===== src/rtl/ppdu_frame_builder.sv =====
// ppdu_frame_builder
//   Builds the 802.11a PPDU bit stream for the serial transmitter, one bit per Clk:
//   SIGNAL(24) | SERVICE(16 zeros) | PSDU (LSB first) | tail(6 zeros) | pad zeros,
//   then holds Start for HOLD_CYCLES to cover transmitter latency.
//   Optional build macro: FCS_APPEND_EN (appends a CRC-32 FCS after the PSDU).
module ppdu_frame_builder #(
  parameter int HOLD_CYCLES = 400
) (
  input  logic        Clk,
  input  logic        Reset_n,
  input  logic        Tx_Req,
  input  logic [3:0]  Rate,
  input  logic [11:0] Length,
  input  logic [7:0]  Byte_Data,
  input  logic        Byte_Valid,
  output logic        Byte_Ready,
  output logic        x,
  output logic        Start,
  output logic [7:0]  Num_Pads,
  output logic        Busy,
  output logic        Done,
  output logic        Err
);

  typedef enum logic [2:0] {
    S_IDLE, S_SIGNAL, S_SERVICE, S_DATA, S_FCS, S_TAIL, S_PAD, S_HOLD
  } state_t;

  localparam logic [15:0] HOLD_LAST = 16'(HOLD_CYCLES - 1);

  // Data bits per OFDM symbol for a SIGNAL rate code; 0 marks an invalid code.
  function automatic logic [7:0] rate_ndbps(input logic [3:0] code);
    logic [7:0] n;
    case (code)
      4'b1101: n = 8'd24;
      4'b1111: n = 8'd36;
      4'b0101: n = 8'd48;
      4'b0111: n = 8'd72;
      4'b1001: n = 8'd96;
      4'b1011: n = 8'd144;
      4'b0001: n = 8'd192;
      4'b0011: n = 8'd216;
      default: n = 8'd0;
    endcase
    return n;
  endfunction

  function automatic logic even_parity(input logic [16:0] bits);
    return ^bits;
  endfunction

  // SIGNAL field in transmit order: element 0 goes out first.
  function automatic logic [23:0] signal_word(input logic [3:0] code, input logic [11:0] len);
    logic [23:0] w;
    w = 24'd0;
    for (int i = 0; i < 4; i++) begin
      w[i] = code[3-i];
    end
    w[4] = 1'b0;
    for (int i = 0; i < 12; i++) begin
      w[5+i] = len[11-i];
    end
    w[17] = even_parity({code, 1'b0, len});
    return w;
  endfunction

`ifdef FCS_APPEND_EN
  // One bit of reflected CRC-32 (poly 0x04C11DB7, reflected form 0xEDB88320).
  function automatic logic [31:0] crc32_bit(input logic [31:0] crc, input logic d);
    logic [31:0] sh;
    sh = {1'b0, crc[31:1]};
    if (crc[0] ^ d) begin
      return sh ^ 32'hEDB8_8320;
    end else begin
      return sh;
    end
  endfunction
`endif

  state_t      state_r, state_n;
  logic [15:0] cnt_r, cnt_n;
  logic [7:0]  sym_r, sym_n;
  logic [7:0]  ndbps_r, ndbps_n;
  logic [11:0] len_r, len_n;
  logic [23:0] sig_r, sig_n;
  logic [7:0]  data_r, data_n;
  logic [7:0]  pads_r, pads_n;
  logic        x_r, x_n;
  logic        ready_r, ready_n;
  logic        start_r, start_n;
  logic        busy_r, busy_n;
  logic        done_r, done_n;
  logic        err_r, err_n;
`ifdef FCS_APPEND_EN
  logic [31:0] crc_r, crc_n;
  logic [31:0] crc_step_s;
`endif

  logic [7:0]  req_ndbps_s;
  logic        req_len_ok_s;
  logic [23:0] req_sig_s;
  logic [7:0]  sym_inc_s;
  logic [7:0]  npad_s;
  logic        last_byte_s;

  // Decode the request inputs: rate validity, length limit and the SIGNAL word.
  always_comb begin
    req_ndbps_s = rate_ndbps(Rate);
`ifdef FCS_APPEND_EN
    req_len_ok_s = (Length <= 12'd4091);
    req_sig_s    = signal_word(Rate, Length + 12'd4);
`else
    req_len_ok_s = 1'b1;
    req_sig_s    = signal_word(Rate, Length);
`endif
  end

  // Symbol position bookkeeping: wrapped increment, pad count and last-byte flag.
  always_comb begin
    if ((sym_r + 8'd1) == ndbps_r) begin
      sym_inc_s = 8'd0;
    end else begin
      sym_inc_s = sym_r + 8'd1;
    end
    if (sym_inc_s == 8'd0) begin
      npad_s = 8'd0;
    end else begin
      npad_s = ndbps_r - sym_inc_s;
    end
    last_byte_s = (cnt_r[15:3] == ({1'b0, len_r} - 13'd1));
`ifdef FCS_APPEND_EN
    crc_step_s = crc32_bit(crc_r, x_r);
`endif
  end

  // Next-state and next-output logic; outputs are computed for the following cycle.
  always_comb begin
    state_n = state_r;
    cnt_n   = cnt_r + 16'd1;
    sym_n   = sym_r;
    ndbps_n = ndbps_r;
    len_n   = len_r;
    sig_n   = sig_r;
    data_n  = data_r;
    pads_n  = pads_r;
    x_n     = 1'b0;
    ready_n = 1'b0;
    err_n   = 1'b0;
`ifdef FCS_APPEND_EN
    crc_n   = crc_r;
`endif
    case (state_r)
      S_IDLE: begin
        cnt_n = 16'd0;
        if (Tx_Req) begin
          if ((req_ndbps_s != 8'd0) && req_len_ok_s) begin
            state_n = S_SIGNAL;
            ndbps_n = req_ndbps_s;
            len_n   = Length;
            sig_n   = {1'b0, req_sig_s[23:1]};
            x_n     = req_sig_s[0];
`ifdef FCS_APPEND_EN
            crc_n   = 32'hFFFF_FFFF;
`endif
          end else begin
            err_n = 1'b1;
          end
        end else begin
          state_n = S_IDLE;
        end
      end
      S_SIGNAL: begin
        if (cnt_r == 16'd23) begin
          state_n = S_SERVICE;
          cnt_n   = 16'd0;
          sym_n   = 8'd0;
        end else begin
          x_n   = sig_r[0];
          sig_n = {1'b0, sig_r[23:1]};
        end
      end
      S_SERVICE: begin
        sym_n = sym_inc_s;
        if (cnt_r == 16'd14) begin
          ready_n = (len_r != 12'd0);
        end else begin
          ready_n = 1'b0;
        end
        if (cnt_r == 16'd15) begin
          cnt_n = 16'd0;
          if (len_r == 12'd0) begin
`ifdef FCS_APPEND_EN
            state_n = S_FCS;
            x_n     = ~crc_r[0];
            crc_n   = {1'b0, crc_r[31:1]};
`else
            state_n = S_TAIL;
`endif
          end else if (Byte_Valid) begin
            state_n = S_DATA;
            data_n  = {1'b0, Byte_Data[7:1]};
            x_n     = Byte_Data[0];
          end else begin
            // Byte_Ready was high with no byte: abort the frame.
            state_n = S_IDLE;
            err_n   = 1'b1;
          end
        end else begin
          x_n = 1'b0;
        end
      end
      S_DATA: begin
        sym_n = sym_inc_s;
`ifdef FCS_APPEND_EN
        crc_n = crc_step_s;
`endif
        if (cnt_r[2:0] == 3'd6) begin
          ready_n = ~last_byte_s;
        end else begin
          ready_n = 1'b0;
        end
        if (cnt_r[2:0] != 3'd7) begin
          x_n    = data_r[0];
          data_n = {1'b0, data_r[7:1]};
        end else if (last_byte_s) begin
          cnt_n = 16'd0;
`ifdef FCS_APPEND_EN
          state_n = S_FCS;
          x_n     = ~crc_step_s[0];
          crc_n   = {1'b0, crc_step_s[31:1]};
`else
          state_n = S_TAIL;
`endif
        end else if (Byte_Valid) begin
          data_n = {1'b0, Byte_Data[7:1]};
          x_n    = Byte_Data[0];
        end else begin
          state_n = S_IDLE;
          cnt_n   = 16'd0;
          err_n   = 1'b1;
        end
      end
      S_FCS: begin
`ifdef FCS_APPEND_EN
        sym_n = sym_inc_s;
        if (cnt_r == 16'd31) begin
          state_n = S_TAIL;
          cnt_n   = 16'd0;
        end else begin
          x_n   = ~crc_r[0];
          crc_n = {1'b0, crc_r[31:1]};
        end
`else
        state_n = S_IDLE;
        cnt_n   = 16'd0;
`endif
      end
      S_TAIL: begin
        sym_n = sym_inc_s;
        if (cnt_r == 16'd5) begin
          cnt_n  = 16'd0;
          pads_n = npad_s;
          if (npad_s == 8'd0) begin
            state_n = S_HOLD;
          end else begin
            state_n = S_PAD;
          end
        end else begin
          state_n = S_TAIL;
        end
      end
      S_PAD: begin
        if (cnt_r == ({8'd0, pads_r} - 16'd1)) begin
          state_n = S_HOLD;
          cnt_n   = 16'd0;
        end else begin
          state_n = S_PAD;
        end
      end
      S_HOLD: begin
        if (cnt_r == HOLD_LAST) begin
          state_n = S_IDLE;
          cnt_n   = 16'd0;
        end else begin
          state_n = S_HOLD;
        end
      end
      default: begin
        state_n = S_IDLE;
        cnt_n   = 16'd0;
      end
    endcase
    if (state_n == S_IDLE) begin
      cnt_n = 16'd0;
    end else begin
      cnt_n = cnt_n;
    end
    start_n = (state_n != S_IDLE);
    busy_n  = (state_n != S_IDLE);
    done_n  = (state_n == S_HOLD) && (cnt_n == HOLD_LAST);
  end

  // State and registered-output update with asynchronous active-low reset.
  always_ff @(posedge Clk or negedge Reset_n) begin
    if (!Reset_n) begin
      state_r <= S_IDLE;
      cnt_r   <= 16'd0;
      sym_r   <= 8'd0;
      ndbps_r <= 8'd0;
      len_r   <= 12'd0;
      sig_r   <= 24'd0;
      data_r  <= 8'd0;
      pads_r  <= 8'd0;
      x_r     <= 1'b0;
      ready_r <= 1'b0;
      start_r <= 1'b0;
      busy_r  <= 1'b0;
      done_r  <= 1'b0;
      err_r   <= 1'b0;
`ifdef FCS_APPEND_EN
      crc_r   <= 32'hFFFF_FFFF;
`endif
    end else begin
      state_r <= state_n;
      cnt_r   <= cnt_n;
      sym_r   <= sym_n;
      ndbps_r <= ndbps_n;
      len_r   <= len_n;
      sig_r   <= sig_n;
      data_r  <= data_n;
      pads_r  <= pads_n;
      x_r     <= x_n;
      ready_r <= ready_n;
      start_r <= start_n;
      busy_r  <= busy_n;
      done_r  <= done_n;
      err_r   <= err_n;
`ifdef FCS_APPEND_EN
      crc_r   <= crc_n;
`endif
    end
  end

  assign x          = x_r;
  assign Byte_Ready = ready_r;
  assign Start      = start_r;
  assign Busy       = busy_r;
  assign Done       = done_r;
  assign Err        = err_r;
  assign Num_Pads   = pads_r;

endmodule

===== config.mk =====
export PLATFORM = sky130hd
export DESIGN_NAME = ppdu_frame_builder
export DESIGN_NICKNAME = d
export VERILOG_FILES = /design/src/rtl/ppdu_frame_builder.sv
export SDC_FILE = /design/constraint.sdc
export NUM_CORES = 1
export LEC_CHECK = 0
export CAP_MARGIN = 20
export CORE_MARGIN = 5
export CORE_UTILIZATION = 40
export CTS_CLUSTER_SIZE = 28
export DETAILED_ROUTE_END_ITERATION = 12
export GPL_TIMING_DRIVEN = 0
export PLACE_DENSITY = 0.6
export SLEW_MARGIN = 20
export SYNTH_ARGS = -nofsm -noshare
export SYNTH_HDL_FRONTEND = slang
export SYNTH_SLANG_ARGS = --single-unit

===== constraint.sdc =====
create_clock -name Clk -period 4.2 [get_ports Clk]
set_input_delay 0.84 -clock Clk [delete_from_list [all_inputs] [get_ports Clk]]
set_output_delay 0.84 -clock Clk [all_outputs]
set_load 0.03 [all_outputs]

==> run_results.csv, run 1 <==
group,metric,value,unit
status,outcome,"complete, no violations",
grt,grt-ovfl-total,0,
timing,maxSlewHeadroom,35.7,%
die,chipWidth,129,um
die,num_rows,43,
setup_path,crit_slowest_cell,"dfrtp_2",
die,die_area,16700,sq um
power,finalPower,4.21,mW
drt,drt_wl_total,14.9,mm
synth,avgSynthCellArea,8.59,sq um
synth,synth_seq_cells,83,
grt,track_usage,18.7,%
drt,wire_per_inst,16.5,um
power,p_leak,2.87,nW
setup_path,crit_path_end_kind,"flop",
die,die_h,129,um
final_layout,area_growth,18.7,%
place,dpl_cell_area,6330,sq um
cts,ctsHtreeMaxLevel,3,
timing,post-route-period-util,93.2,%
drt,drt_pass1_iterations,4,
synth,synth_cell_type_count,77,
timing,rsz0062_at_grt,"no",
drt,vias,4939,
cts,cts_root_buffer,"clkbuf_16",
timing,final.setup_skew,0.00720,ns
synth,synth_nets,705,
flow_run,maxCapViolations,0,
final_layout,fin_area,6760,sq um
final_layout,fin_nets,763,
power,p_seq_share,29.6,%
cts,path_clk_slew,0.06,ns
power,p_comb_share,49.6,%
setup_path,crit_path_start_kind,"flop",
die,initial_core_util,40.8,%
grt,grt_pass1_vias,4843,
power,p_int,2.45,mW
power,ir_drop,0.000473,V
drt,drcViolationCount,0,
synth,synth_seq_area_share,36.5,%
setup_path,crit_top_cell,"ha_1",
place,place_worst_setup_slack,-0.235,ns
cts,cts_num_sinks,83,
worst_hold_path,min_path_type,"primary input to asynchronous set/reset pin",
final_layout,drive_gt1_share,10.9,%
power,powerDensity,623,nW/um^2
drt,ant_nets,0,
final_layout,fillers,1323,
die,core,13900,sq um
grt,grt_max_degree,44,
die,ioPinCount,42,
power,p_sw_share,41.8,%
timing,fmax,255,MHz
setup_path,worstPathCellList,"ha_1, clkbuf_4, nand3_2, nor2_4, xor3_2, nor3_4, nand2b_4, nand2_1, ha_1, a21o_1, a21oi_2, o21ai_0, xnor2_1, o31ai_1, nor4b_1, nand4_1, a211oi_2",
cts,clock_path_buffers,2,
cts,tritoncts,"done",
final_layout,layout.cells.non_filler,905,
synth,synth_flop_cell,"dfrtp_1",
timing,fin_crit,3.91,ns
final_layout,utilization,48.5,%
cts,cts_hold_buf,0,
place,portBuffers,40,
final_layout,n_antenna_cell,0,
synth,synthesis.area,5690,sq um
drt,vias_per_cell,5.46,
synth,synth_edf_count,0,
cts,worstSkewPairLatency,0.35,ns
power,switching_power,1.76,mW
setup_path,worst_ep_required_time,4.45,ns
cts,numCtsBuffers,9,
setup_path,critical_path.max_fanout,8,
timing,tightest_slew,0.963,ns
synth,async_reset_ff_share,100,%
setup_path,cp_slowest_stage_delay,0.41,ns
timing,drv_slew,0,
timing,whs,0.477,ns
timing,setup_viol_count_final,0,
grt,grt_pass1_wl,24.9,mm
timing,tns,0,ns
place,place_congestion,0.873,
synth,ys.warnings.count,0,
drt,drt_iter0_drc,290,
timing,worst_slack,0.286,ns
setup_path,critPathArrivalTime,4.17,ns
grt,grt_antenna_before_repair,0,
setup_path,worstSetupPathType,"flop to flop",
place,dp.cells,883,
timing,finalHoldViolations,0,
synth,netlist_instances,662,
place,dp_hpwl,11.2,mm
power,pwr-share-clk,20.8,%
kinds of logic after synthesis:
family | Yosys count | share of synthesized area (%)
flops | 83 | 36.5
simple gates | 271 | 24.0
buf+inv | 65 | 4.93
fa+ha+maj | 15 | 3.30
compound gates | 134 | 15.7
xor+xnor | 71 | 11.4
mux | 23 | 4.11
repair_timing:
action / 4_1_cts / 5_1_grt
hold endpoints to repair: 0 / 0
buffers inserted: 1 / 5
cloned: 0 / 0
resized for setup: 5 / 7
pin swaps: 1 / 7
endpoints found under the setup margin: 1 / 2
cell type report:
class,instances,area (sq um),area share [%]
clock buffers,10,239,3.54
inverters,26,97.6,1.44
plain buffers,39,185,2.74
multi-input cells,514,3380,50.0
flip-flops and latches,83,2080,30.8
clock inverters,6,88.8,1.32
repair buffers,47,463,6.85
well taps,180,225,3.33
flip-flops by register name, summed over array words and instances, names as in the netlist, 3 cells and up:
register  cells
state_r       3
ndbps_r       6
cnt_r        16
data_r        8
Num_Pads      8
len_r        12
sig_r        17
sym_r         8
metal layers:
metal / up-vias / share of wire, % / global-route usage, % / routed length [um]
li1: 2452 / - / - / -
met1: 2391 / 47 / 24.8 / 6960
met2: 79 / 49 / 31.1 / 7270
met3: 17 / 3.3 / 4.33 / 485
met4: 0 / 1.2 / 4.76 / 176
met5: - / 0 / 0 / 0
worst paths after layout:
kind	slack, ns	cells after the start	to	startpoint
setup / recovery	0.29	17	Done	sym_r[1]
hold / removal	0.48	1	cnt_r[6]	Reset_n
setup reg to reg	0.29	17	Done	sym_r[1]
hold reg to reg	0.51	2	data_r[7]	data_r[7]
max in group asynchronous	3.09	2	sym_r[1]	Reset_n
min in group Clk	0.51	2	data_r[7]	data_r[7]
cell usage in the layout (no fill, tap or decap), drive strengths merged, types with 8 or more instances in the layout:
cell type,count
nor3,23
nand3,21
o31ai,8
a21oi,39
buf,27
xor2,22
and3,15
o21ai,29
clkbuf,30
dfrtp,83
mux2i,20
o22ai,15
xnor2,47
clkdlybuf4s50,39
nor2,58
nand4,8
a31oi,9
nor4,13
ha,15
nand2,89
inv,25
Yosys cell counts, types with 3 or more instances:
library cell   n  share of area, %
nor3_1        21               1.8
nor4_1        10               1.1
o2111ai_1      3              0.46
o31ai_1        8               1.1
a21o_1         4              0.53
o41ai_1        4              0.62
buf_4          3              0.40
mux2i_1       20               3.5
nand2_1       89               5.9
clkbuf_1      19               1.3
nand3b_1       3              0.40
xnor2_1       47               7.2
and2_1         3              0.33
nor2b_1        7              0.77
buf_2         14               1.2
or3_1          3              0.33
nand2b_1       5              0.55
a211oi_1       4              0.53
o21ai_0       26               2.3
inv_1         25               1.6
a21oi_1       38               3.3
xor2_1        22               3.4
a31oi_1        9              0.99
nor4b_1        3              0.46
mux2_2         3              0.59
or2_2          5              0.55
nor2_1        56               3.7
nor4_2         3              0.66
nand3_1       21               1.8
o22ai_1       14               1.5
dfrtp_1       83                37
and3_1        15               1.6
nand4_1        8              0.88
ha_1          15               3.3
power groups by stage:
stage / logic, mW / clock network [mW] / registers [mW]
6_report: 2.09 / 0.876 / 1.24
5_1_grt: 2.32 / 0.925 / 1.28
4_1_cts: 2.02 / 0.894 / 1.24
3_5_place_dp: 2.00 / 0 / 1.26
3_3_place_gp: 1.96 / 0 / 1.25
2_1_floorplan: 1.53 / 0 / 1.22
critical path, delay by kind of cell (launching register included):
| family | cells | cell delay, ns |
|---|---|---|
| AND/OR/NAND/NOR | 7 | 1.26 |
| AO/OA/AOI/OAI | 5 | 0.87 |
| XOR/XNOR | 2 | 0.64 |
| adder cells (fa/ha/maj) | 2 | 0.44 |
| flip-flops | 1 | 0.41 |
| buffers and inverters | 1 | 0.20 |
Note: power is estimated with default switching activity, not from simulation.
==> inputs of run 2 (changes only) <==
--- a/config.mk
+++ b/config.mk
@@ -10,7 +10,7 @@
 export CORE_UTILIZATION = 40
 export CTS_CLUSTER_SIZE = 28
 export DETAILED_ROUTE_END_ITERATION = 12
-export GPL_TIMING_DRIVEN = 0
+export GPL_TIMING_DRIVEN = 1
 export PLACE_DENSITY = 0.6
 export SLEW_MARGIN = 20
 export SYNTH_ARGS = -nofsm -noshare
==> run_results.csv, run 2 (same netlist as run 1, synthesis figures left out) <==
group,metric,value,unit
setup_path,r2r_cells,16,
grt,grt.busiest_layer,"met2",
cts,cts_root_buffer,"clkbuf_16",
grt,grt_antenna_before_repair,0,
power,powerDensity,608,nW/um^2
setup_path,crit_path_start_kind,"flop",
grt,grt_pass1_wl,23.8,mm
worst_hold_path,min_path_type,"flop to flop",
cts,worstSkewPairLatency,0.35,ns
drt,wire_per_inst,16.8,um
die,initial_core_util,40.8,%
grt,grt_util_met3,4.49,%
timing,finalHoldViolations,0,
cts,tritoncts,"done",
grt,grt_pass1_vias,4740,
place,place_worst_setup_slack,0.122,ns
final_layout,multi_input_area,3350,sq um
die,die_h,129,um
timing,tightest_slew,0.946,ns
timing,final.setup_skew,0.00611,ns
setup_path,crit_top_cell,"ha_1",
drt,ant_nets,0,
setup_path,crit_slowest_cell,"dfrtp_2",
drt,drcViolationCount,0,
timing,drv_slew,0,
timing,fin_crit,3.87,ns
final_layout,top_register,"sig_r",
final_layout,drive_gt1_share,8.01,%
timing,setup_viol_count_final,0,
flow_run,maxCapViolations,0,
drt,drt_iter0_drc,349,
timing,worst_slack,0.327,ns
final_layout,seq_area,2080,sq um
drt,vias,4815,
grt,track_usage,18.0,%
die,core,13900,sq um
status,outcome,"complete, no violations",
final_layout,layout_common_cells,"89 x nand2_1, 81 x dfrtp_1, 55 x nor2_1",
setup_path,critical_path.max_fanout,10,
power,ir_drop,0.000432,V
place,place_congestion,0.910,
grt,met1_usage,22.8,%
power,p_leak,2.71,nW
setup_path,worstPathCellList,"ha_1, nand3_2, nor2_2, xor3_2, nor3_4, nand2b_1, nand2_1, ha_1, a21o_1, a21oi_1, o21ai_0, xnor2_1, o31ai_1, nor4b_1, nand4_1, a211oi_1",
final_layout,largest_register_ffs,17,
cts,numCtsBuffers,9,
cts,ctsHtreeMaxLevel,3,
setup_path,cp_slowest_stage_delay,0.45,ns
setup_path,critPathArrivalTime,4.13,ns
drt,drt_pass1_iterations,5,
place,portBuffers,41,
timing,rsz0062_at_grt,"no",
drt,vias_per_cell,5.55,
timing,maxSlewHeadroom,36.9,%
cts,cts_num_sinks,83,
cts,path_clk_slew,0.06,ns
grt,grt-ovfl-total,0,
timing,tns,0,ns
die,die_area,16700,sq um
grt,met2_usage,30.1,%
final_layout,fillers,1350,
final_layout,reg_top3,"sig_r x17, cnt_r x16, len_r x12",
grt,grt_max_degree,71,
cts,clock_path_buffers,2,
final_layout,area_growth,13.8,%
timing,post-route-period-util,92.2,%
final_layout,n_antenna_cell,0,
timing,fmax,258,MHz
final_layout,fin_nets,725,
die,chipWidth,129,um
place,dp_hpwl,11.0,mm
die,ioPinCount,42,
die,num_rows,43,
final_layout,layout.cells.non_filler,867,
drt,drt_wl_total,14.6,mm
setup_path,worst_ep_required_time,4.46,ns
final_layout,final_common_cell,"nand2_1",
setup_path,worstSetupPathType,"flop to flop",
setup_path,crit_path_end_kind,"flop",
place,dp.cells,849,
worst_hold_path,worstHoldPathCells,2,
run 2: cell count changes in the layout (fill, tap and decap cells not counted), moves of 2 or more:
cell | before | now
buf_1 | 2 | 0
buf_2 | 13 | 0
buf_4 | 10 | 8
bufinv_16 | 2 | 0
clkbuf_1 | 19 | 2
clkinv_2 | 1 | 3
run 2: routing by layer:
layer	up-vias	part of all wire [%]
met2	96	49
met1	2319	46
li1	2377	-
met5	-	0
met3	23	3.3
met4	0	1.7
run 2: worst paths after layout:
kind | start | to | slack [ns]
worst max register to register | sym_r[0] | Done | 0.33
worst max-delay path | sym_r[0] | Done | 0.33
worst min register to register | data_r[7] | data_r[7] | 0.51
max in group asynchronous | Reset_n | sym_r[0] | 2.78
worst min-delay path | data_r[7] | data_r[7] | 0.51
min in group asynchronous | Reset_n | cnt_r[10] | 0.62
run 2: final cells by class:
type                    instances  share of cell area, %
multi-input cells             514                   51.7
flip-flops and latches         83                   32.1
repair buffers                 48                   7.11
clock buffers                  11                   3.60
well taps                     180                   3.48
inverters                      26                   1.51
clock inverters                 5                  0.464
run 2: power by group:
part           switching [mW]  total (mW)  internal, mW
sequential              0.287        1.33          1.05
combinational            1.09        1.88         0.790
clock                   0.327       0.725         0.398
run 2: worst max-delay path: cells and delay by family, from the launching register on:
kind / cells / cell delay [ns]
AO/OA/AOI/OAI: 5 / 0.94
XOR/XNOR: 2 / 0.56
adder cells (fa/ha/maj): 2 / 0.48
flip-flops: 1 / 0.45
AND/OR/NAND/NOR: 7 / 1.34
run 2: what timing repair did:
action,in CTS,in global routing
setup endpoints to repair,0,3
hold buffers,0,0
setup buffers,0,2
resized for setup,0,6
endpoints found under the hold margin,0,0
run 2: stage by stage:
step                instance area, sq um  utilization, %  hold slack (ns)  total power, mW
detailed placement                  6180            44.3            0.493             3.21
CTS                                 6440            46.2            0.503             3.95
finish                              6470            46.4            0.509             3.94
global route                        6470            46.4            0.542             4.24
floorplan                           5690               -            0.470             2.74
global placement                    6180            44.3            0.487             3.14
